===== src/rtl/isa_pkg.sv =====
// Shared ISA definitions for the instruction encoder and the core decoder.
//   op_type_t   : 3-bit major opcode, OP_A..OP_H (OP_E and OP_H are reserved)
//   func3_d_t   : subtypes of op D (CLIR, CUIR, JLL)
//   func3_f_t   : subtypes of op F (LDM, JLRL)
//   err_code_t  : encoder error codes
//   *_LSB/*_MSB : bit positions of the fields inside the 32-bit word
package isa_pkg;

   typedef enum logic [2:0] {
      OP_A = 3'd0,
      OP_B = 3'd1,
      OP_C = 3'd2,
      OP_D = 3'd3,
      OP_E = 3'd4,
      OP_F = 3'd5,
      OP_G = 3'd6,
      OP_H = 3'd7
   } op_type_t;

   typedef enum logic [2:0] {
      D_CLIR = 3'd0,
      D_CUIR = 3'd1,
      D_JLL  = 3'd2
   } func3_d_t;

   typedef enum logic [2:0] {
      F_LDM  = 3'd0,
      F_JLRL = 3'd1
   } func3_f_t;

   typedef enum logic [1:0] {
      ERR_NONE       = 2'd0,
      ERR_ILLEGAL_OP = 2'd1,
      ERR_IMM_RANGE  = 2'd2,
      ERR_OVERFLOW   = 2'd3
   } err_code_t;

   localparam int OP_LSB    = 0;
   localparam int OP_MSB    = 2;
   localparam int F3_LSB    = 3;
   localparam int F3_MSB    = 5;
   localparam int RD_LSB    = 6;
   localparam int RD_MSB    = 10;
   localparam int RS1_LSB   = 11;
   localparam int RS1_MSB   = 15;
   localparam int RS2_LSB   = 16;
   localparam int RS2_MSB   = 20;
   localparam int F11_LSB   = 21;
   localparam int F11_MSB   = 31;
   localparam int IMM16_LSB = 16;
   localparam int IMM16_MSB = 31;
   localparam int IMM21_LSB = 11;
   localparam int IMM21_MSB = 31;

   function automatic logic op_is_reserved(logic [2:0] op);
      return (op == OP_E) || (op == OP_H);
   endfunction

endpackage


===== src/rtl/instr_packer.sv =====
// Combinational field-to-word packer with immediate range flags.
//   op, func3, rd, rs1, rs2, func11, imm : instruction fields
//   word       : packed 32-bit ISA word (unused fields zero)
//   op_illegal : op is reserved (E or H)
//   range_fail : immediate does not fit its field
// Build option: INSTR_ENC_RANGE_CHECK_EN enables the immediate range checks;
// without it range_fail is tied low and immediates are truncated.
module instr_packer
   import isa_pkg::*;
(
   input  logic [2:0]  op,
   input  logic [2:0]  func3,
   input  logic [4:0]  rd,
   input  logic [4:0]  rs1,
   input  logic [4:0]  rs2,
   input  logic [10:0] func11,
   input  logic [31:0] imm,
   output logic [31:0] word,
   output logic        op_illegal,
   output logic        range_fail
);

   always_comb begin
      word                   = '0;
      word[OP_MSB:OP_LSB]    = op;
      word[F3_MSB:F3_LSB]    = func3;
      op_illegal             = op_is_reserved(op);
      case (op_type_t'(op))
         OP_A: begin
            word[RD_MSB:RD_LSB]   = rd;
            word[RS1_MSB:RS1_LSB] = rs1;
            word[RS2_MSB:RS2_LSB] = rs2;
            word[F11_MSB:F11_LSB] = func11;
         end
         OP_B, OP_F: begin
            word[RD_MSB:RD_LSB]       = rd;
            word[RS1_MSB:RS1_LSB]     = rs1;
            word[IMM16_MSB:IMM16_LSB] = imm[15:0];
         end
         OP_C: begin
            // store-like split immediate: low 5 bits sit where rd would be
            word[RD_MSB:RD_LSB]   = imm[4:0];
            word[RS1_MSB:RS1_LSB] = rs1;
            word[RS2_MSB:RS2_LSB] = rs2;
            word[F11_MSB:F11_LSB] = imm[15:5];
         end
         OP_D: begin
            word[RD_MSB:RD_LSB]       = rd;
            word[IMM21_MSB:IMM21_LSB] = imm[20:0];
         end
         OP_G: begin
            // branch offset is word aligned, so bits [1:0] are not stored
            word[RD_MSB:RD_LSB]   = imm[6:2];
            word[RS1_MSB:RS1_LSB] = rs1;
            word[RS2_MSB:RS2_LSB] = rs2;
            word[F11_MSB:F11_LSB] = imm[17:7];
         end
         default: ;
      endcase
   end

`ifdef INSTR_ENC_RANGE_CHECK_EN
   logic fits_s16, fits_u16, fits_s18, fits_s21, fits_u21;

   // a signed N-bit value has bits [31:N-1] all equal
   assign fits_s16 = (imm[31:15] == '0) || (imm[31:15] == '1);
   assign fits_u16 = (imm[31:16] == '0);
   assign fits_s18 = (imm[31:17] == '0) || (imm[31:17] == '1);
   assign fits_s21 = (imm[31:20] == '0) || (imm[31:20] == '1);
   assign fits_u21 = (imm[31:21] == '0);

   always_comb begin
      range_fail = 1'b0;
      case (op_type_t'(op))
         OP_B, OP_F: range_fail = func3[2] ? !fits_u16 : !fits_s16;
         OP_C:       range_fail = !fits_s16;
         OP_D:       range_fail = (func3 == D_CUIR) ? !fits_u21 : !fits_s21;
         OP_G:       range_fail = !fits_s18 || (imm[1:0] != 2'b00);
         default:    range_fail = 1'b0;
      endcase
   end
`else
   logic unused_imm_hi;

   assign range_fail    = 1'b0;
   assign unused_imm_hi = ^imm[31:21];
`endif

endmodule


===== src/rtl/instr_encoder.sv =====
// Instruction encoder: accepts field bundles over valid/ready, packs them
// into ISA words and writes them sequentially into instruction memory.
//   clk, rst (sync, active-high)
//   start               : reload wr_addr to BASE_ADDR, clear word_count/full
//   in_valid/in_ready   : field bundle handshake
//   in_op..in_imm       : instruction fields
//   wr_en/wr_addr/wr_data/wr_ready : stallable memory write port
//   word_count, full    : words written since reset/start, capacity reached
//   err, err_code, err_clr : sticky error, code, and clear
// Build option: INSTR_ENC_RANGE_CHECK_EN enables immediate range errors.
//
// state   | meaning
// S_IDLE  | ready for a bundle, no write pending
// S_WRITE | word held on the write port until wr_ready
// S_ERR   | bundle rejected, waiting for err_clr
module instr_encoder
   import isa_pkg::*;
#(
   parameter logic [31:0] BASE_ADDR = 32'h0000_0000,
   parameter int unsigned MEM_WORDS = 1024
) (
   input  logic                      clk,
   input  logic                      rst,
   input  logic                      start,
   input  logic                      in_valid,
   output logic                      in_ready,
   input  logic [2:0]                in_op,
   input  logic [2:0]                in_func3,
   input  logic [4:0]                in_rd,
   input  logic [4:0]                in_rs1,
   input  logic [4:0]                in_rs2,
   input  logic [10:0]               in_func11,
   input  logic [31:0]               in_imm,
   output logic                      wr_en,
   output logic [31:0]               wr_addr,
   output logic [31:0]               wr_data,
   input  logic                      wr_ready,
   output logic [$clog2(MEM_WORDS):0] word_count,
   output logic                      full,
   output logic                      err,
   output logic [1:0]                err_code,
   input  logic                      err_clr
);

   localparam int unsigned     CW       = $clog2(MEM_WORDS) + 1;
   localparam logic [CW-1:0]   LAST_CNT = CW'(MEM_WORDS - 1);

   typedef enum logic [1:0] {S_IDLE, S_WRITE, S_ERR} state_t;

   state_t    state_q, state_d;
   err_code_t err_code_q, accept_err;
   logic      accept, write_done, start_pend, full_eff;
   logic [31:0] word;
   logic        op_illegal, range_fail;

   instr_packer u_packer (
      .op         (in_op),
      .func3      (in_func3),
      .rd         (in_rd),
      .rs1        (in_rs1),
      .rs2        (in_rs2),
      .func11     (in_func11),
      .imm        (in_imm),
      .word       (word),
      .op_illegal (op_illegal),
      .range_fail (range_fail)
   );

   // a start arriving with the bundle clears full before the overflow check
   assign full_eff = full && !start;
   assign err_code = err_code_q;

   always_comb begin
      state_d    = state_q;
      in_ready   = 1'b0;
      wr_en      = 1'b0;
      err        = 1'b0;
      accept     = 1'b0;
      accept_err = ERR_NONE;
      write_done = 1'b0;
      case (state_q)
         S_IDLE: begin
            in_ready = 1'b1;
            if (in_valid) begin
               accept = 1'b1;
               if (op_illegal)      accept_err = ERR_ILLEGAL_OP;
               else if (range_fail) accept_err = ERR_IMM_RANGE;
               else if (full_eff)   accept_err = ERR_OVERFLOW;
               state_d = (accept_err == ERR_NONE) ? S_WRITE : S_ERR;
            end
         end
         S_WRITE: begin
            wr_en = 1'b1;
            if (wr_ready) begin
               write_done = 1'b1;
               state_d    = S_IDLE;
            end
         end
         S_ERR: begin
            err = 1'b1;
            if (err_clr) state_d = S_IDLE;
         end
         default: state_d = S_IDLE;
      endcase
   end

   always_ff @(posedge clk) begin
      if (rst) begin
         state_q    <= S_IDLE;
         wr_addr    <= BASE_ADDR;
         wr_data    <= '0;
         word_count <= '0;
         full       <= 1'b0;
         err_code_q <= ERR_NONE;
         start_pend <= 1'b0;
      end else begin
         state_q <= state_d;

         if (accept) wr_data <= word;

         if (accept && (accept_err != ERR_NONE))
            err_code_q <= accept_err;
         else if ((state_q == S_ERR) && err_clr)
            err_code_q <= ERR_NONE;

         if (state_q == S_WRITE) begin
            // a start seen during a stalled write is deferred until it lands
            if (write_done) begin
               start_pend <= 1'b0;
               if (start || start_pend) begin
                  wr_addr    <= BASE_ADDR;
                  word_count <= '0;
                  full       <= 1'b0;
               end else begin
                  wr_addr    <= wr_addr + 32'd4;
                  word_count <= word_count + CW'(1);
                  if (word_count == LAST_CNT) full <= 1'b1;
               end
            end else if (start) begin
               start_pend <= 1'b1;
            end
         end else if (start) begin
            wr_addr    <= BASE_ADDR;
            word_count <= '0;
            full       <= 1'b0;
         end
      end
   end

endmodule


===== config.mk =====
export PLATFORM = sky130hd
export DESIGN_NAME = instr_encoder
export DESIGN_NICKNAME = d
export VERILOG_FILES = /design/src/rtl/isa_pkg.sv /design/src/rtl/instr_packer.sv /design/src/rtl/instr_encoder.sv
export SDC_FILE = /design/constraint.sdc
export NUM_CORES = 1
export LEC_CHECK = 0
export CELL_PAD_IN_SITES_DETAIL_PLACEMENT = 0
export CELL_PAD_IN_SITES_GLOBAL_PLACEMENT = 1
export CORE_UTILIZATION = 34
export DETAILED_ROUTE_END_ITERATION = 8
export PLACE_DENSITY_LB_ADDON = 0.1
export SYNTH_ARGS = -nofsm -noshare
export SYNTH_HDL_FRONTEND = slang
export SYNTH_SLANG_ARGS = --single-unit

===== constraint.sdc =====
create_clock -name clk -period 3.1 [get_ports clk]
set_clock_uncertainty 0.05 [all_clocks]
set_input_delay 0.62 -clock clk [delete_from_list [all_inputs] [get_ports clk]]
set_output_delay 0.62 -clock clk [all_outputs]
set_load 0.01 [all_outputs]

---- Word-level counts from Yosys, hierarchy flattened ----
Cells that the tools add are included.
storage, ports and cells
  flip-flop bits (word level) ............. 81
  input bits .............................. 70
  output and inout port bits .............. 81
  word-level logic and storage cells ...... 78
cells by class
  $add $sub $neg .......................... 2
  equality and inequality tests ........... 15
  mux-type cells .......................... 36
  reduce and logical (&&, ||, !) cells .... 18
operators by type and width
  cell                                             count
  one-hot mux 26 bit (5 select lines)              1
  2-to-1 mux 32 bit                                4
  2-to-1 mux 11 bit                                4
  adder 32 x 3 -> 32 bit, second input constant    1
  2-to-1 mux 2 bit                                 12
  2-to-1 mux 1 bit                                 14
  == test 3 bit, second input constant             4
  adder 11 x 1 -> 11 bit, second input constant    1
  == test 11 x 10 -> 1 bit, second input constant  1
  != test 2 bit, second input constant             4
  nonzero test 2 bit                               4
  == test 3 x 2 -> 1 bit, second input constant    2
  one-hot mux 2 bit (3 select lines)               1
  AND reduction 3 bit                              2
  logical NOT 2 bit                                2
  AND reduction 2 bit                              2
  == test 3 x 1 -> 1 bit, second input constant    1
  logical AND 1 bit                                3
  logical NOT 3 bit                                1
  != test 3 x 1 -> 1 bit, second input constant    1
  == test 2 x 1 -> 1 bit, second input constant    1
  == test 2 bit, second input constant             1
  logical OR 1 bit                                 2
  OR reduction 2 bit                               1
  logical NOT 1 bit                                1

---- Logic depth before layout (Yosys ltp) ----
Gate-level depths: netlist of the first run.
  depth after elaboration ................. 11
  mapped depth ............................ 7
  depth with buffers taken out ............ 5

---- By module ----
A second synthesis of the first run with hierarchy kept.
second synthesis, totals
  cell total of the unflattened synthesis .. 560
  area total of the unflattened synthesis .. 4403.0 um^2
by module, submodules not included
  module         times used  cells each  area an instance (um^2)  seq. area each (um^2)
  instr_encoder  1           423         3398.3                   1581.5
  instr_packer   1           137         1004.7                   0.0

---- Worst setup path before layout of the first run ----
Ideal clock, no wire load.
  path kind ............................... in2reg
  start ................................... input port in_op[0]
  end ..................................... register wr_data[29]
  library setup time ...................... 0.117 ns
  arrival time ............................ 1.805 ns
  required time ........................... 2.933 ns
  setup slack ............................. 1.128 ns
  cell stages on the path ................. 7
  buffers on the path ..................... 3
  path through ............................ clkbuf_1 clkbuf_1 clkbuf_1 a21oi_1 a21oi_1 o21ai_0 a22o_1
between the ends
  cells in the longest elaborated chain, start to end .. 3
  elaborated cells between the ends (all ways) .. 8
  those cells by class .................... 5 x eq/ne; 1 x mux; 2 x reduce/logical
ends and longest elaborated chain
  what                                                            RTL line              RTL
  start: declaration                                              instr_encoder.sv:27   input logic [2:0] in_op,
  == test 3 x 1 -> 1 bit / == test 3 bit (equally long branches)  instr_packer.sv:28    case (op_type_t'(op))
  OR reduction 2 bit                                              instr_packer.sv:28
  one-hot mux 26 bit (5 select lines) (*)                         instr_packer.sv:28
  end signal: assignment                                          instr_encoder.sv:119  if (accept) wr_data <= word;
  end: declaration                                                instr_encoder.sv:36   output logic [31:0] wr_data,
Mark *: on every way between the ends. The rest lies on a longest branch, timed or not.
A chain may end at the register's enable or synchronous reset.

---- Worst setup path in the final report of the first run ----
  start ................................... register state_q[0]
  end ..................................... output port wr_en
between the ends
  cells in the longest elaborated chain, start to end .. 2
ends and longest elaborated chain
  what                      RTL line              RTL
  start: declaration        instr_encoder.sv:50   state_t state_q, state_d;
  start signal: assignment  instr_encoder.sv:117  state_q <= state_d;
  == test 2 x 1 -> 1 bit    instr_encoder.sv:81   case (state_q)
  2-to-1 mux 1 bit          instr_encoder.sv:81
  end: declaration          instr_encoder.sv:34   output logic wr_en,
No other way between the ends.

==> flow_summary.toml, run 1 <==
[floorplanning]
io_pins = 151
start_util_pct = 35.3
die_h_microns = 111
die_width_microns = 111
die_area_sq_um = 12400
core.rowCount = 39
core_area_sq_um = 11500

[synthesis]
ys_seq_area_share_pct = 38.9
async_flop_share_pct = 0
synth.top_cell.area_share_pct = 38.9
ys_warn_count = 0
synth_seq_cells = 79
yosys-top-cells-area = "dfxtp_1 39%, nor2_1 5.5%, a21oi_1 5.3%"
yosysMostFrequentCell = "dfxtp_1"
syn-instance-count = 500
synthTopCellsByCount = "79 x dfxtp_1, 60 x nor2_1, 43 x a21oi_1"
synth_edf_count = 0
syn_avg_cell_area_sq_um = 8.14
syn_area_sq_um = 4070
synthFlopType = "dfxtp_1"
synth_cell_type_count = 47
yosys.area.top_type = "dfxtp_1"

[pwr]
ir_worst_vdd_mv = 0.271
power_leakage_nw = 2.00
power_density_nw_per_um2 = 433

[grt]
grt_overflow = 0
grt_max_degree = 27
grt_pass1_wl_microns = 19900
grt_pass1_vias = 4055
antenna_found_initial = 0
grt_use_total_pct = 20.0

[route]
via_count = 4160
routed_wirelength_microns = 11900
post-route-drc-count = 6
dr.pass1.iters = 6
viasPerCell = 5.35
antenna_left = 0
avgRoutedWirePerCell_microns = 15.3
drt_iter0_drc = 208

[critical_path]
end_kind = "primary output"
reg2regPathDepth = 5
worstPathArrival_ps = 1890
ff2ff_setup_slack_ps = 810
path_cells = "nor2b_1 > clkdlybuf4s50_1"
crit_type = "register to primary output"
start_kind = "register"
required_ps = 2430
slowest_stage = "clkdlybuf4s50_1"
r2r-end = "wr_addr[29]"
max_stage_delay_ps = 650
worstPathMaxFanout = 8
r2r-start = "state_q[0]"

[outcome]
violations = "design-rule violations"
status = "finished with violations"

[placement]
port-buffer-count = 137
place_area_sq_um = 5610
hpwl_microns = 9000
routabilityCongestion = 0.869

[sta]
worst_pin_slew_ps = 1070
max-slew-margin-rel_pct = 28.3
fin_crit_ps = 2560
fin_crit_sh_pct = 82.4
fmax_ghz = 0.391
rsz0062_at_grt = "false"
fin_tns_setup_ps = 0
setup_viol_count_final = 0
hold_viol_final = 0
drv_slew = 0

[clock_tree]
cts-root-buf = "clkbuf_16"
insertion_delay_ps = 330
cts_setup_buffers = 0
path_clk_slew_ps = 60
clock_path_buffers = 2
cts_hold_buf = 0
cts_sinks = 79
numCtsBuffers = 9
cts_resized = 0
h-tree-depth = 3
cts_tree = "done"

[cells_and_area]
design_area_sq_um = 5890
antenna_cells = 0
syn_to_final_growth_pct = 44.9
nets = 704
drive_gt1_share_pct = 6.94
fin_util_pct = 51.2

[flow_run]
maxCapViolCount = 0

[hold_path]
hp-class = "register to register"
worstHoldStart = "wr_data[4]"
min_to = "wr_data[4]"
min_path_cells = 2
power by group:
part	leakage, nW	total (W)	internal (W)	switching [W]
Sequential	0.642	0.00108	0.00105	0.0000263
Clock	0.141	0.00105	0.000654	0.000395
Combinational	1.21	0.000426	0.000219	0.000207
kinds of logic after synthesis:
kind of cell               share of synthesized area, %
and+or+nand+nor                                    27.4
AOI/OAI and AO/OA                                  20.7
DFF                                                38.9
buffers and inverters                              3.94
xor gates and xnor gates                           5.17
muxes                                              3.23
adders and majority gates                         0.615
other                                            0.0922
placed cells by master, fill, tap and decap left out, types with 5 or more instances in the layout:
cell | synthesis | final
nor2_1 | 60 | 60
mux2i_1 | 6 | 6
a31oi_1 | 7 | 7
and2_1 | 5 | 5
clkdlybuf4s50_1 | 0 | 137
dfxtp_1 | 79 | 79
o21ai_0 | 24 | 24
xnor2_1 | 15 | 15
xor2_1 | 9 | 9
nand3_1 | 16 | 16
or3_1 | 9 | 9
mux2_2 | 5 | 5
a221oi_1 | 13 | 13
nand2_1 | 40 | 40
nor3_1 | 16 | 16
a22o_1 | 8 | 8
a21oi_1 | 43 | 43
nor2b_1 | 14 | 14
nand2b_1 | 12 | 12
and3_1 | 5 | 5
buf_4 | 3 | 17
nand4_1 | 13 | 13
clkbuf_16 | 0 | 9
a22oi_1 | 6 | 6
nor4_1 | 5 | 5
a211oi_1 | 20 | 20
registers in the layout, indices dropped and copies added, names as in the netlist:
register	cells
err_code	2
full	1
start_pend	1
state_q	2
word_count	11
wr_addr	30
wr_data	32
through the flow:
step / hold slack, ps / setup slack [ps] / instances / total power, W
2_1_floorplan: 412 / 1130 / 501 / 0.00131
3_3_place_gp: 390 / 228 / 764 / 0.00153
3_5_place_dp: 396 / 199 / 764 / 0.00153
4_1_cts: 404 / 529 / 777 / 0.00259
5_1_grt: 433 / 369 / 777 / 0.00268
6_report: 403 / 544 / 777 / 0.00256
layout make-up:
type / count / area, sq um
fill: 1128 / 5620
multi-input combinational: 384 / 2330
sequential: 79 / 1580
timing repair buffer: 154 / 1500
clock buffer: 12 / 256
tap: 143 / 179
clock inverter: 1 / 30.0
inverter: 4 / 15.0
worst max-delay path, delay by kind of cell, from the launching register on:
| family | cells | cell delay [ps] |
|---|---|---|
| buffers and inverters | 1 | 650 |
| DFF | 1 | 400 |
| and+or+nand+nor | 1 | 510 |
layer usage:
metal | part of all wire (%) | global-route usage, %
met5 | 0 | 0
met4 | 0.74 | 7.57
met3 | 4.9 | 3.81
met2 | 51 | 35.6
met1 | 44 | 23.7
worst max path at each step:
stage / startpoint / to / cells past startpoint
after floorplan: in_op[0] / wr_data[29] / 7
after global placement: in_op[1] / wr_data[30] / 5
after detailed placement: in_op[1] / wr_data[30] / 5
after CTS: state_q[0] / wr_en / 2
after global routing: in_op[0] / wr_data[18] / 4
final: state_q[0] / wr_en / 2
No activity file was read; power rests on OpenSTA's default activity.
==> run 2, diff against run 1 <==
--- a/config.mk
+++ b/config.mk
@@ -7,7 +7,7 @@
 export LEC_CHECK = 0
 export CELL_PAD_IN_SITES_DETAIL_PLACEMENT = 0
 export CELL_PAD_IN_SITES_GLOBAL_PLACEMENT = 1
-export CORE_UTILIZATION = 34
+export CORE_UTILIZATION = 32
 export DETAILED_ROUTE_END_ITERATION = 8
 export PLACE_DENSITY_LB_ADDON = 0.1
 export SYNTH_ARGS = -nofsm -noshare
==> constraint.sdc (replaced) <==
create_clock -name clk -period 2.7 [get_ports clk]
set_clock_uncertainty 0.05 [all_clocks]
set_input_delay 0.54 -clock clk [delete_from_list [all_inputs] [get_ports clk]]
set_output_delay 0.54 -clock clk [all_outputs]
set_load 0.01 [all_outputs]
==> run 2 against run 1 <==
  * Clock power is 20% higher
  * The run now ends clean
  * Register-to-register slack worse by 430 ps
  * Total power is 18% higher
  * Die area is 6.1% higher
  * Flip-flop and latch count stayed put
  * Final cell count is 4.0% higher
  * Critical path depth stayed put
  * Clock-buffer cell count is 1 higher
  * Global-route usage is 0.85 points lower
==> flow_summary.toml, run 2 (same netlist as run 1, synthesis figures left out) <==
[placement]
hpwl_microns = 9250
routabilityCongestion = 0.827
port-buffer-count = 137

[cells_and_area]
final_cell_mix = "137 x clkdlybuf4s50_1, 79 x dfxtp_1, 60 x nor2_1, 43 x a21oi_1, 40 x nand2_1"
final_common_cell = "clkdlybuf4s50_1"
drive_gt1_share_pct = 7.81
nets = 707
fill_cells = 1290
largest_reg_flops = 32
top_register = "wr_data"
seq_area_sq_um = 1580
syn_to_final_growth_pct = 47.1
largestRegisters = "wr_data (32), wr_addr (30), word_count (11)"
antenna_cells = 0
multi_input_area_sq_um = 2330
fin_util_pct = 49.0

[sta]
worst_pin_slew_ps = 1150
drv_slew = 0
fin_crit_sh_pct = 92.4
setup_viol_count_final = 0
fin_crit_ps = 2490
fmax_ghz = 0.401
fin_tns_setup_ps = 0
rsz0062_at_grt = "false"
max-slew-margin-rel_pct = 23.4
hold_viol_final = 0

[clock_tree]
path_clk_slew_ps = 60
cts_setup_buffers = 0
cts-root-buf = "clkbuf_16"
cts_hold_buf = 0
numCtsBuffers = 9
cts_resized = 0
cts_tree = "done"
cts_sinks = 79
insertion_delay_ps = 340
clock_path_buffers = 2
h-tree-depth = 3

[route]
drt_iter0_drc = 157
viasPerCell = 5.26
dr.pass1.iters = 4
antenna_left = 0
routed_wirelength_microns = 12300
avgRoutedWirePerCell_microns = 15.2
post-route-drc-count = 0
via_count = 4252

[critical_path]
required_ps = 2110
worstPathArrival_ps = 1900
worstPathMaxFanout = 8
end_kind = "primary output"
start_kind = "register"
crit_type = "register to primary output"

[grt]
grt_overflow = 0
grt_use_total_pct = 19.1
grt_pass1_vias = 3989
grt_pass1_wl_microns = 19600
grt_max_degree = 26
antenna_found_initial = 0

[pwr]
ir_worst_vdd_mv = 0.234
power_density_nw_per_um2 = 502
report.power.total_w = 0.00301
power_leakage_nw = 2.03

[outcome]
status = "complete, no violations"

[floorplanning]
die_area_sq_um = 13200
die_width_microns = 115
core.rowCount = 40
start_util_pct = 33.3
io_pins = 151
core_area_sq_um = 12200
die_h_microns = 115

[hold_path]
hp-class = "register to register"

[flow_run]
maxCapViolCount = 0
[run 2: cell types whose count changed in the layout (fill, tap and decap cells not counted)]
cell	previous run	this run
buf_4	17	19
buf_12	0	1
clkinv_2	0	2
clkbuf_8	2	3
[run 2: worst max-delay path: stages (launching register included)]
cell and delay, ps:
dfxtp_1 410, nor2b_1 510, clkdlybuf4s50_1 650
[run 2: through the flow]
step                      hold WS [ps]  setup WS [ps]  cells  instance area, sq um
after floorplan                    412            808    501                  4070
after global placement             390          -49.7    792                  5670
after detailed placement           400          -88.5    792                  5670
after CTS                          408            181    808                  5980
after global routing               427            110    808                  5980
final                              405            205    808                  5980
[run 2: report_power, final]
| group | switching (W) | leakage, nW | internal [W] |
|---|---|---|---|
| Sequential | 0.0000305 | 0.642 | 0.00121 |
| Clock | 0.000476 | 0.156 | 0.000789 |
| Combinational | 0.000242 | 1.23 | 0.000259 |
[run 2: final timing paths]
check / slack, ps / depth (start not counted) / to / start
worst max-delay path: 210 / 2 / wr_en / state_q[0]
worst min-delay path: 400 / 2 / wr_data[4] / wr_data[4]
worst max register to register: 380 / 6 / wr_addr[18] / state_q[0]
worst min register to register: 400 / 2 / wr_data[4] / wr_data[4]
[run 2: cell type report]
type,count,share of cell area (%)
multi-input cells,384,39.0
inverters,4,0.251
well taps,168,3.51
flip-flops and latches,79,26.4
repair buffers,157,25.6
clock inverters,3,0.669
clock buffers,13,4.52
[run 2: per-layer routing]
| layer | routed length [microns] | GRT usage (%) | vias to the layer above |
|---|---|---|---|
| li1 | - | - | 2092 |
| met1 | 5380 | 23.0 | 2015 |
| met2 | 5880 | 32.3 | 127 |
| met3 | 768 | 4.74 | 18 |
| met4 | 240 | 8.57 | 0 |
| met5 | 0 | 0 | - |
==> edit: new RTL, config.mk and constraints of run 1 <==
Compare `word_count` against `LAST_CNT` with >= in place of ==.
--- a/src/rtl/instr_encoder.sv
+++ b/src/rtl/instr_encoder.sv
@@ -136,3 +136,3 @@
                   word_count <= word_count + CW'(1);
-                  if (word_count == LAST_CNT) full <= 1'b1;
+                  if (word_count >= LAST_CNT) full <= 1'b1;
                end
Behaviour: same outputs for any inputs over 10 cycles, from zero or initial values and one cycle with rst high; that may be too few to reach the edited logic, so the function may still have changed.
==> edit against run 1 <==
  * Sequential cell count stayed put
  * Power is 2.3% lower
  * Worst setup slack better by 0.23 ns
  * Synthesized cell count is 8.6% higher
  * Critical path type unchanged
  * Cell count is 7.6% higher
  * Register-to-register slack better by 0.21 ns
  * Clock power is 6% lower
  * First-iteration DRC count is 24% higher
  * Wire length is 13% higher
  * Synthesized area is 11% higher
  * Global-route usage is 0.32 points higher
  * Design area is 6.9% higher
==> edit: results (changes against run 1) <==
| Metric | Value |
|---|---|
| Outcome | `completed` |
| Clock group power | `0.991 mW (-6%)` |
| DRT Pass-1 Iters | `4 (-2)` |
| Max incr delay on CP | `0.51 ns (-0.14 ns)` |
| Dpl cell area | `6040 um^2 (+7.7%)` |
| Worst-margin pin slew | `0.822 ns (-0.252 ns)` |
| RePlAce Congestion | `0.831 (-4.4%)` |
| Compound-Gate Fraction of Synth Area | `20.9% (+0.25 points)` |
| Clock-cell share of area | `4.21% (-0.65 points)` |
| M1 GR Usage | `26.5% (+2.8 points)` |
| Met3 global-route usage | `5.41% (+1.6 points)` |
| Max IR drop VDD | `0.000264 V (-2.5%)` |
| Most common library cells after synthesis | `79 x dfxtp_1, 57 x a21oi_1, 46 x nand2_1` |
| M1 wire length | `6.47 mm (+24%)` |
| Seq area share | `25.1% (-1.7 points)` |
| # placed instances | `822 (+7.6%)` |
| DPL Wire Length | `9.42 mm (+4.7%)` |
| Cell count after synthesis | `543 (+8.6%)` |
| Nets | `733 (+4.1%)` |
| Largest net degree at the start of global routing | `31 (+15%)` |
| Power Internal | `1.85 mW (-4.3%)` |
| Share of post-route cells with drive strength above 1 | `7.98% (+1.0 points)` |
| Vias in the first global route | `4200 (+3.6%)` |
| # Taps | `172 (+20%)` |
| Fillers | `1191 (+5.6%)` |
| Pleak | `1.99 nW (-0.11%)` |
| Share of the synthesized area in the top cell type | `35.1% (-3.8 points)` |
| Met2 wire length | `6.15 mm (+1.9%)` |
edit: changes by cell type after synthesis, moves of 15 or more:
cell             run 1  this run
a211oi_1            20         3
nor3_1              16         0
mux2i_1              6        23
nand3b_1             0        31
a21boi_0             0        15
nor2_1              60        16
edit: kinds of logic (layout without fill, tap and decap cells):
group | after synthesis | count (layout)
compound gates | 148 | 148
xor+xnor | 3 | 3
fa+ha+maj | 2 | 2
buf+inv | 54 | 174
flops | 79 | 79
mux | 35 | 35
other cells | 1 | 2
simple gates | 221 | 221
edit: worst paths after layout:
kind                      startpoint                  endpoint  slack (ns)  cells after the start
min reg2reg  wr_data[0]$_SDFFE_PP0P_   wr_data[0]$_SDFFE_PP0P_        0.40                      2
max          state_q[1]$_SDFFE_PP0P_                     wr_en        0.78                      3
min          wr_data[0]$_SDFFE_PP0P_   wr_data[0]$_SDFFE_PP0P_        0.40                      2
max reg2reg  wr_addr[8]$_SDFFE_PP0P_  wr_addr[24]$_SDFFE_PP0P_        1.02                      4
